==> src/rtl/lcd_refresh_sequencer_if.sv <==
// Host-side text/request signals plus the write-only character-LCD bus of the refresh sequencer.
// master = sequencer side, slave = host/LCD side.
interface lcd_refresh_sequencer_if;
  logic [127:0] line1_text;
  logic [127:0] line2_text;
  logic [6:0]   ddram_address;
  logic         refresh_req;
  logic         lcd_e;
  logic         lcd_rs;
  logic         lcd_rw;
  logic [7:0]   lcd_data;
  logic         busy;
  logic         refresh_done;

  modport master (
    input  line1_text, line2_text, ddram_address, refresh_req,
    output lcd_e, lcd_rs, lcd_rw, lcd_data, busy, refresh_done
  );

  modport slave (
    output line1_text, line2_text, ddram_address, refresh_req,
    input  lcd_e, lcd_rs, lcd_rw, lcd_data, busy, refresh_done
  );
endinterface

==> src/rtl/lcd_refresh_sequencer.sv <==
// Initialises a 2x16 character LCD after power-up, then rewrites both text rows and the cursor
// address on request, one bus slot of TICK_DIV clocks per command or data byte.
module lcd_refresh_sequencer #(
  parameter int TICK_DIV      = 1000,
  parameter int POWERUP_SLOTS = 40
) (
  input  logic                    clk,
  input  logic                    rst,
  lcd_refresh_sequencer_if.master bus
);
  localparam int CW = (TICK_DIV > 1) ? $clog2(TICK_DIV) : 1;
  localparam int WW = $clog2(POWERUP_SLOTS + 2);
  localparam logic [CW-1:0] CNT_LAST = CW'(TICK_DIV - 1);
  localparam logic [CW-1:0] E_LO     = CW'(TICK_DIV / 4);
  localparam logic [CW-1:0] E_HI     = CW'((3 * TICK_DIV) / 4);
  localparam logic [WW-1:0] PWR_LAST = WW'(POWERUP_SLOTS - 1);

  typedef enum logic [3:0] {
    PWR_WAIT   = 4'd0,
    FUNC_SET   = 4'd1,
    DISP_ON    = 4'd2,
    ENTRY_MODE = 4'd3,
    CLEAR      = 4'd4,
    IDLE       = 4'd5,
    L1_ADDR    = 4'd6,
    L1_DATA    = 4'd7,
    L2_ADDR    = 4'd8,
    L2_DATA    = 4'd9,
    CURSOR     = 4'd10
  } state_t;

  function automatic logic [7:0] char_at(input logic [127:0] text, input logic [3:0] idx);
    logic [127:0] shifted;
    shifted = text << {idx, 3'b000};
    return shifted[127:120];
  endfunction

  state_t         state_q, state_d;
  logic [CW-1:0]  cnt_q, cnt_d;
  logic [WW-1:0]  wait_q, wait_d;
  logic [3:0]     idx_q, idx_d;
  logic           pend_q, pend_d;
  logic [127:0]   snap1_q, snap1_d, snap2_q, snap2_d;
  logic [6:0]     addr_q, addr_d;
  logic           e_q, e_d, rs_q, rs_d, busy_q, busy_d, done_q, done_d, lcd_rw_q;
  logic [7:0]     data_q, data_d;
  logic           tick_s, enter_l1_s, bus_slot_s;

  // Next-state, snapshot and bus-content logic; outputs are derived from the next state so the
  // registered bus lines up exactly with the slot counter.
  always_comb begin
    tick_s  = (cnt_q == CNT_LAST);
    state_d = state_q;
    cnt_d   = tick_s ? {CW{1'b0}} : cnt_q + CW'(1);
    wait_d  = wait_q;
    idx_d   = idx_q;
    case (state_q)
      PWR_WAIT: begin
        if (tick_s && (wait_q == PWR_LAST)) begin
          state_d = FUNC_SET;
          wait_d  = {WW{1'b0}};
        end else if (tick_s) begin
          wait_d = wait_q + WW'(1);
        end else begin
          wait_d = wait_q;
        end
      end
      FUNC_SET:   state_d = tick_s ? DISP_ON : FUNC_SET;
      DISP_ON:    state_d = tick_s ? ENTRY_MODE : DISP_ON;
      ENTRY_MODE: state_d = tick_s ? CLEAR : ENTRY_MODE;
      CLEAR: begin
        if (tick_s && (wait_q == WW'(1))) begin
          state_d = L1_ADDR;
          wait_d  = {WW{1'b0}};
        end else if (tick_s) begin
          wait_d = wait_q + WW'(1);
        end else begin
          wait_d = wait_q;
        end
      end
      // IDLE parks the counter on its last value so a request starts a fresh slot next edge.
      IDLE: begin
        if (bus.refresh_req || pend_q) begin
          state_d = L1_ADDR;
          cnt_d   = {CW{1'b0}};
        end else begin
          cnt_d = CNT_LAST;
        end
      end
      L1_ADDR: state_d = tick_s ? L1_DATA : L1_ADDR;
      L1_DATA: begin
        if (tick_s) begin
          idx_d   = idx_q + 4'd1;
          state_d = (idx_q == 4'd15) ? L2_ADDR : L1_DATA;
        end else begin
          idx_d = idx_q;
        end
      end
      L2_ADDR: state_d = tick_s ? L2_DATA : L2_ADDR;
      L2_DATA: begin
        if (tick_s) begin
          idx_d   = idx_q + 4'd1;
          state_d = (idx_q == 4'd15) ? CURSOR : L2_DATA;
        end else begin
          idx_d = idx_q;
        end
      end
      CURSOR: state_d = tick_s ? IDLE : CURSOR;
      default: begin
        state_d = PWR_WAIT;
        cnt_d   = {CW{1'b0}};
      end
    endcase

    enter_l1_s = (state_d == L1_ADDR) && (state_q != L1_ADDR);
    if (enter_l1_s) begin
      pend_d = 1'b0;
    end else if (bus.refresh_req && (state_q != IDLE)) begin
      pend_d = 1'b1;
    end else begin
      pend_d = pend_q;
    end
    snap1_d = enter_l1_s ? bus.line1_text    : snap1_q;
    snap2_d = enter_l1_s ? bus.line2_text    : snap2_q;
    addr_d  = enter_l1_s ? bus.ddram_address : addr_q;

    bus_slot_s = 1'b1;
    rs_d       = 1'b0;
    data_d     = 8'h00;
    case (state_d)
      FUNC_SET:   data_d = 8'h38;
      DISP_ON:    data_d = 8'h0C;
      ENTRY_MODE: data_d = 8'h06;
      CLEAR:      data_d = 8'h01;
      L1_ADDR:    data_d = 8'h80;
      L1_DATA: begin
        rs_d   = 1'b1;
        data_d = char_at(snap1_d, idx_d);
      end
      L2_ADDR:    data_d = 8'hC0;
      L2_DATA: begin
        rs_d   = 1'b1;
        data_d = char_at(snap2_d, idx_d);
      end
      CURSOR:     data_d = 8'h80 | {1'b0, addr_d};
      default:    bus_slot_s = 1'b0;
    endcase
    e_d    = bus_slot_s && (cnt_d >= E_LO) && (cnt_d < E_HI);
    busy_d = (state_d != IDLE);
    done_d = (state_d == CURSOR) && (cnt_d == CNT_LAST);
  end

  // State, snapshot and output registers.
  always_ff @(posedge clk or negedge rst) begin
    if (!rst) begin
      state_q  <= PWR_WAIT;
      cnt_q    <= {CW{1'b0}};
      wait_q   <= {WW{1'b0}};
      idx_q    <= 4'd0;
      pend_q   <= 1'b0;
      snap1_q  <= 128'd0;
      snap2_q  <= 128'd0;
      addr_q   <= 7'd0;
      e_q      <= 1'b0;
      rs_q     <= 1'b0;
      data_q   <= 8'h00;
      busy_q   <= 1'b1;
      done_q   <= 1'b0;
      lcd_rw_q <= 1'b0;
    end else begin
      state_q  <= state_d;
      cnt_q    <= cnt_d;
      wait_q   <= wait_d;
      idx_q    <= idx_d;
      pend_q   <= pend_d;
      snap1_q  <= snap1_d;
      snap2_q  <= snap2_d;
      addr_q   <= addr_d;
      e_q      <= e_d;
      rs_q     <= rs_d;
      data_q   <= data_d;
      busy_q   <= busy_d;
      done_q   <= done_d;
      lcd_rw_q <= 1'b0;
    end
  end

  assign bus.lcd_e        = e_q;
  assign bus.lcd_rs       = rs_q;
  assign bus.lcd_rw       = lcd_rw_q;
  assign bus.lcd_data     = data_q;
  assign bus.busy         = busy_q;
  assign bus.refresh_done = done_q;
endmodule

==> src/flat_wrapper.sv <==
// flat-port wrapper written by rule: the top's interface ports become plain ports
module lcd_refresh_sequencer_flat 
#(
  parameter int TICK_DIV      = 1000,
  parameter int POWERUP_SLOTS = 40
)
  (clk, rst, bus_line1_text, bus_line2_text, bus_ddram_address, bus_refresh_req, bus_lcd_e, bus_lcd_rs, bus_lcd_rw, bus_lcd_data, bus_busy, bus_refresh_done);
  lcd_refresh_sequencer_if bus_i ();
  input  logic clk;
  input  logic rst;
  input wire logic [$bits(bus_i.line1_text)-1:0] bus_line1_text;
  input wire logic [$bits(bus_i.line2_text)-1:0] bus_line2_text;
  input wire logic [$bits(bus_i.ddram_address)-1:0] bus_ddram_address;
  input wire logic [$bits(bus_i.refresh_req)-1:0] bus_refresh_req;
  output wire logic [$bits(bus_i.lcd_e)-1:0] bus_lcd_e;
  output wire logic [$bits(bus_i.lcd_rs)-1:0] bus_lcd_rs;
  output wire logic [$bits(bus_i.lcd_rw)-1:0] bus_lcd_rw;
  output wire logic [$bits(bus_i.lcd_data)-1:0] bus_lcd_data;
  output wire logic [$bits(bus_i.busy)-1:0] bus_busy;
  output wire logic [$bits(bus_i.refresh_done)-1:0] bus_refresh_done;
  assign bus_i.line1_text = bus_line1_text;
  assign bus_i.line2_text = bus_line2_text;
  assign bus_i.ddram_address = bus_ddram_address;
  assign bus_i.refresh_req = bus_refresh_req;
  assign bus_lcd_e = bus_i.lcd_e;
  assign bus_lcd_rs = bus_i.lcd_rs;
  assign bus_lcd_rw = bus_i.lcd_rw;
  assign bus_lcd_data = bus_i.lcd_data;
  assign bus_busy = bus_i.busy;
  assign bus_refresh_done = bus_i.refresh_done;
  lcd_refresh_sequencer #(.TICK_DIV(TICK_DIV), .POWERUP_SLOTS(POWERUP_SLOTS)) u_core (.clk(clk), .rst(rst), .bus(bus_i));
endmodule
==> config.mk <==
export PLATFORM = sky130hd
export DESIGN_NAME = lcd_refresh_sequencer_flat
export DESIGN_NICKNAME = d
export VERILOG_FILES = /design/src/rtl/lcd_refresh_sequencer_if.sv /design/src/rtl/lcd_refresh_sequencer.sv /design/src/flat_wrapper.sv
export SDC_FILE = /design/constraint.sdc
export NUM_CORES = 1
export LEC_CHECK = 0
export CAP_MARGIN = 20
export CORE_MARGIN = 4
export CORE_UTILIZATION = 48
export CTS_CLUSTER_DIAMETER = 60
export DETAILED_ROUTE_END_ITERATION = 10
export PLACE_DENSITY = 0.79
export SYNTH_ARGS = -nofsm -noshare
export SYNTH_HDL_FRONTEND = slang
export SYNTH_SLANG_ARGS = --single-unit
==> constraint.sdc <==
create_clock -name clk -period 3.31 [get_ports clk]
set_clock_uncertainty 0.15 [all_clocks]
set_input_delay 0.662 -clock clk [delete_from_list [all_inputs] [get_ports clk]]
set_output_delay 0.662 -clock clk [all_outputs]
set_load 0.005 [all_outputs]
# Yosys cells after proc, flatten, opt, wreduce, memory -nomap -nowiden
# Cells that the tools add are included.
# totals
ff_bits,300
inputBits,266
out_inout_bits,13
word_cells,93
# op_classes
n_addsub,3
order_cmp,2
eq_ne,27
shift,2
muxes,31
n_reduce_logical,15
# op_table
operator,n
$mux 128,2
$shl 128x7->128,2
$pmux 8 s9,1
$pmux 4 s11,1
$mux 4,9
$eq 4x3->1 const B,7
$eq 4x4->1 const B,7
$eq 10x10->1 const B,2
$mux 10,2
$pmux 10 s2,1
$mux 6,3
$eq 4x2->1 const B,4
$ne 4x3->1 const B,3
$pmux 6 s2,1
$add 10x1->10 const B,1
$ge 10x8->1 const B,1
$lt 10x10->1 const B,1
$reduce_or 10->1,1
$reduce_or 9->1,1
$eq 4x1->1 const B,2
$logic_and 1x1->1,7
$mux 1,7
$mux 7,1
$add 6x1->6 const B,1
9 further kinds,12

# Longest topological paths before layout
# logic_depth
depth_word,9
ltp_mapped,16
ltp_nobuf,13

# Worst setup path before layout
# Ideal clock, no wire load.
# synth_path
kind,flip-flop to flip-flop
from,register u_core.cnt_q[0]
to,"register u_core.data_q[0], in the netlist u_core.bus.lcd_data[0]"
setup_time_ps,126
arrival_time_ps,3066
required_ps,3034
slack_ps,-32
path_stages_with_launch,14
n_path_buf,2
synth_period_minus_slack_ps,3342
path_cell_list,dfrtp_1 > ha_1 > inv_1 > or3_1 > buf_4 > nor4b_4 > nor2_1 > nor2_1 > buf_4 > mux2_2 > a221o_1 > o21ai_1 > a2111oi_2 > a311o_1
# synth_via
elab_chain_len,9
word_cells_on_any_way,32
classes_between,eq/ne: 10; shift: 2; mux: 17; reduce/logical: 3
# synth_rtl
item,line,text
start: declaration,lcd_refresh_sequencer.sv:39,"logic [CW-1:0] cnt_q, cnt_d;"
start signal: assignment,lcd_refresh_sequencer.sv:157,cnt_q <= {CW{1'b0}};
start signal: assignment,lcd_refresh_sequencer.sv:172,cnt_q <= cnt_d;
$eq 10x10->1 (*),lcd_refresh_sequencer.sv:52,tick_s = (cnt_q == CNT_LAST);
$logic_and 1x1->1 (on tied branches),"lcd_refresh_sequencer.sv:72, lcd_refresh_sequencer.sv:59",
$mux 4 (on tied branches),"lcd_refresh_sequencer.sv:72, lcd_refresh_sequencer.sv:59",
$pmux 4 s11 (*),lcd_refresh_sequencer.sv:57,case (state_q)
$eq 4x3->1 (*),lcd_refresh_sequencer.sv:115,enter_l1_s = (state_d == L1_ADDR) && (state_q != L1_ADDR);
$logic_and 1x1->1 (*),lcd_refresh_sequencer.sv:115,
$mux 128 (*),lcd_refresh_sequencer.sv:123,snap1_d = enter_l1_s ? bus.line1_text : snap1_q;
net u_core.snap1_d[120],lcd_refresh_sequencer.sv:43,"logic [127:0] snap1_q, snap1_d, snap2_q, snap2_d;"
$shl 128x7->128 (*),lcd_refresh_sequencer.sv:34,"shifted = text << {idx, 3'b000};"
$pmux 8 s9 (*),lcd_refresh_sequencer.sv:130,case (state_d)
net u_core.data_d[0],lcd_refresh_sequencer.sv:46,"logic [7:0] data_q, data_d;"
end signal: assignment,lcd_refresh_sequencer.sv:181,data_q <= data_d;
end: declaration,lcd_refresh_sequencer.sv:46,
# The timed path passes the listed nets; every way through them passes the cells marked *.
# A chain may end at the register's enable or synchronous reset.

# Worst setup path in the final report
# layout_path
from,register u_core.cnt_q[0]
to,"register u_core.data_q[4], in the netlist u_core.bus.lcd_data[4]"
# Same word-level chain as after synthesis.

==> impl_summary.log <==
[metrics] Post-Layout Cell Count: 2894
[metrics] Synth top area share: 47.7%
[metrics] pin slew with the least headroom to its limit: 0.933 ns
[metrics] vias after detailed routing: 16850
[metrics] overall power: 15600 µW
[metrics] Final min period: 3.49 ns
[metrics] growth of design area from synthesis to finish: 42.8%
[metrics] post-synthesis area per instance: 7.84 µm²
[metrics] CP Launch Type: flop
[metrics] wire per inst: 20.7 µm
[metrics] Detail Placement HPWL: 40600 µm
[metrics] top cell types by occurrence after synthesis: sky130_fd_sc_hd__nand2_1, sky130_fd_sc_hd__dfrtp_1, sky130_fd_sc_hd__nand3_1
[metrics] number of global-route vias before repair: 16754
[metrics] worst-path cell chain: ha_2 -> inv_2 -> or3_4 -> nor4b_4 -> nor2_4 -> nor2_4 -> buf_6 -> buf_12 -> mux2_2 -> a221o_1 -> o22ai_2 -> a32oi_1 -> a211o_1
[metrics] critical path capture point type: flop
[metrics] TritonCTS buffer count: 36
[metrics] Antenna diodes: 0
[metrics] highest-delay cell along the critical path: sky130_fd_sc_hd__or3_4
[metrics] top post-synthesis cells by area: sky130_fd_sc_hd__dfrtp_1, sky130_fd_sc_hd__nand2_1, sky130_fd_sc_hd__nand3_1
[metrics] DIE AREA: 35600 µm²
[metrics] IO Port Bufs: 277
[metrics] power per cell area: 695 nW/µm²
[metrics] largest fanout on the critical path: 9
[metrics] violations in the final reports: hold timing, setup timing
[metrics] Min Hold Slack: -0.0422 ns
[metrics] Max H-tree Level: 2
[metrics] max-cap violation count: 0
[metrics] post-placement cell area: 20200 µm²
[metrics] Die Wd: 189 µm
[metrics] Most Frequent Cell on Critical Path: sky130_fd_sc_hd__nor2_4
[metrics] number of hold-repair buffers added at the cts stage: 0
[metrics] DR pass1 iterations: 7
[metrics] storage element area: 7510 µm²
[metrics] maximum number of pins on one net before global-route repair: 84
[metrics] Post-Layout Inst Area: 22400 µm²
[metrics] critical path data arrival time: 3.75 ns
[metrics] VDD IR-drop max: 0.373 mV
[metrics] Unique masters post-synth: 81
[metrics] leakage component of the power: 0.0109 µW
[metrics] Clock Tree Root: sky130_fd_sc_hd__clkbuf_16
[metrics] area of the mapped netlist: 15700 µm²
[metrics] synthesized netlist cell count: 2002
[metrics] flip-flop and latch count after synthesis: 300
[metrics] area of the multi-input gates: 7890 µm²
[metrics] Slowest Stage Delay on Critical Path: 0.44 ns
[metrics] library cell occupying the most area in the post-synthesis netlist: sky130_fd_sc_hd__dfrtp_1
[metrics] row count: 65
[metrics] fraction of layout instances using a drive strength above 1: 16.9%
[metrics] worst hold path class: in -> async
[metrics] number of hold violations in the final report: 7
[metrics] area of the core: 31900 µm²
[metrics] count leader, synth: sky130_fd_sc_hd__nand2_1
[metrics] count of placed standard cells including taps: 2792
[metrics] gp weighted congestion: 0.903
[metrics] number of cells on the worst reg-to-reg path: 13
[metrics] portion of the post-synthesis area used by sequential elements: 47.9%
[metrics] clock latency on the worst-skew pair: 0.54 ns
[metrics] antenna violations before repair: 3
[metrics] final core utilization: 70.3%
[metrics] max_slew headroom: 37.2%
[metrics] critical setup path kind: reg -> reg
[metrics] peak clock frequency supported by timing: 0.287 GHz
[metrics] status: finished, violations left
[metrics] Iter 0 DRT Violations: 1728
[metrics] setup-violating endpoint count in the final report: 8
[metrics] Net Count, Synth: 2272
[metrics] number of synthesized flops with an enable pin: 0
[metrics] number of warning messages in the yosys log: 0
[metrics] post-detailed-route count of antenna-violating nets: 0
[metrics] RSZ-0062 raised after global routing: yes
[metrics] clock tree sinks: 300
[metrics] worst setup slack after layout: -0.177 ns
[metrics] period utilisation layout: 105%
[metrics] Remaining DRCs: 0
[metrics] overall global routing resource usage: 31.1%
[metrics] buffer depth of the longest clock path: 3
[metrics] count of nets after finishing: 2706
[metrics] post-detailed-route via-to-cell ratio: 5.82
[metrics] starting utilization of the core area: 49.2%
[metrics] clock tree from TritonCTS: built
[metrics] residual overflow from global routing: 0
[metrics] vertical die dimension: 189 µm
[metrics] Reg clk slew, reported paths: 0.06 ns
[metrics] Slew Limit Fails: 0
[metrics] prevailing post-synth register cell: sky130_fd_sc_hd__dfrtp_1
[metrics] Async S/R FF share, synth: 100%
[metrics] IO Pins: 279
[metrics] final WL: 59800 µm
[metrics] global-route wire length before repair: 88400 µm
[metrics] number of fillers in the final layout: 2363
[metrics] data required time of the worst path: 3.57 ns
-- area by class of cell --
type | instances | area share, %
Inverter | 14 | 0.257
Clock inverter | 12 | 0.653
Clock buffer | 49 | 4.51
Tap cell | 435 | 2.43
Timing Repair Buffer | 530 | 23.4
Timing Repair inverter | 1 | 0.0391
Multi-Input combinational cell | 1553 | 35.2
Sequential cell | 300 | 33.5
-- state kept, by name (all words and copies together) (netlist names), 4 cells and up --
signal,flops
u_core.addr_q,7
u_core.wait_q,6
u_core.snap1_q,128
u_core.bus.lcd_data,8
u_core.idx_q,4
u_core.state_q,4
u_core.cnt_q,10
u_core.snap2_q,128
-- worst max-delay path: cells and delay by family (launching register included) --
| family | cells | cell delay (ns) |
|---|---|---|
| muxes | 1 | 0.35 |
| DFF | 1 | 0.40 |
| and+or+nand+nor | 4 | 1.08 |
| AOI/OAI and AO/OA | 4 | 0.83 |
| buffers and inverters | 3 | 0.32 |
| adders and majority gates | 1 | 0.24 |
-- layout by cell type, fill, tap and decap left out, types with 11 or more instances in the layout --
| cell | count |
|---|---|
| sky130_fd_sc_hd__nand4_1 | 13 |
| sky130_fd_sc_hd__clkdlybuf4s50_1 | 276 |
| sky130_fd_sc_hd__buf_12 | 21 |
| sky130_fd_sc_hd__buf_6 | 16 |
| sky130_fd_sc_hd__and3_1 | 14 |
| sky130_fd_sc_hd__mux4_2 | 12 |
| sky130_fd_sc_hd__nor2_1 | 46 |
| sky130_fd_sc_hd__buf_4 | 201 |
| sky130_fd_sc_hd__o21ai_0 | 23 |
| sky130_fd_sc_hd__clkbuf_16 | 42 |
| sky130_fd_sc_hd__mux2i_1 | 26 |
| sky130_fd_sc_hd__a21oi_1 | 30 |
| sky130_fd_sc_hd__inv_1 | 11 |
| sky130_fd_sc_hd__dfrtp_1 | 298 |
| sky130_fd_sc_hd__nand3_1 | 107 |
| sky130_fd_sc_hd__a31oi_1 | 26 |
| sky130_fd_sc_hd__nor3_1 | 11 |
| sky130_fd_sc_hd__nand2_1 | 1033 |
-- routing by layer --
layer | vias to the layer above | track usage (%) | part of all wire (%)
met5 | - | 0.412 | 0.069
met4 | 6 | 14.3 | 5.0
met3 | 205 | 8.56 | 11
met2 | 1072 | 49.8 | 47
met1 | 8090 | 39.4 | 37
li1 | 7477 | - | -
-- per-stage QoR --
stage	hold slack, ns	TNS, ns	setup slack [ns]
finish	-0.0422	-0.762	-0.177
global route	0.0408	-1.24	-0.251
CTS	0.0200	-0.108	-0.0601
detailed placement	0.309	-3.13	-0.547
global placement	0.302	-2.90	-0.500
floorplan	0.216	0	0.00851
-- worst paths after layout --
path / start / endpoint / slack (ns)
max reg2reg: u_core.cnt_q[0]$_DFF_PN0_ / u_core.bus.lcd_data[4]$_DFF_PN0_ / -0.18
min: rst / u_core.snap2_q[31]$_DFF_PN0_ / -0.04
min reg2reg: u_core.snap2_q[69]$_DFF_PN0_ / u_core.snap2_q[69]$_DFF_PN0_ / 0.32
min in group clk: u_core.snap2_q[69]$_DFF_PN0_ / u_core.snap2_q[69]$_DFF_PN0_ / 0.32
max: u_core.cnt_q[0]$_DFF_PN0_ / u_core.bus.lcd_data[4]$_DFF_PN0_ / -0.18
max in group asynchronous: rst / u_core.snap2_q[51]$_DFF_PN0_ / 2.21
-- report_power, final --
| part | leakage [µW] | switching [µW] | internal [µW] | total [µW] |
|---|---|---|---|---|
| Combinational | 0.00655 | 2980 | 2520 | 5500 |
| Sequential | 0.00380 | 941 | 5200 | 6140 |
| Clock | 0.000569 | 1620 | 2310 | 3930 |
-- cell families after synthesis --
family | after synthesis | synth area share, %
buffers and inverters | 149 | 4.45
adder cells (fa/ha/maj) | 4 | 0.319
multiplexers | 53 | 4.51
flip-flops | 300 | 47.9
XOR/XNOR | 13 | 0.726
other | 1 | 0.0239
AO/OA/AOI/OAI | 206 | 9.10
AND/OR/NAND/NOR | 1276 | 33.0
-- what timing repair did --
item	in CTS	in global routing
pin swaps	14	36
gates cloned	4	6
setup endpoints to repair	8	8
setup buffers	13	20
resized for setup	45	86
(Power assumes the default switching activity.)
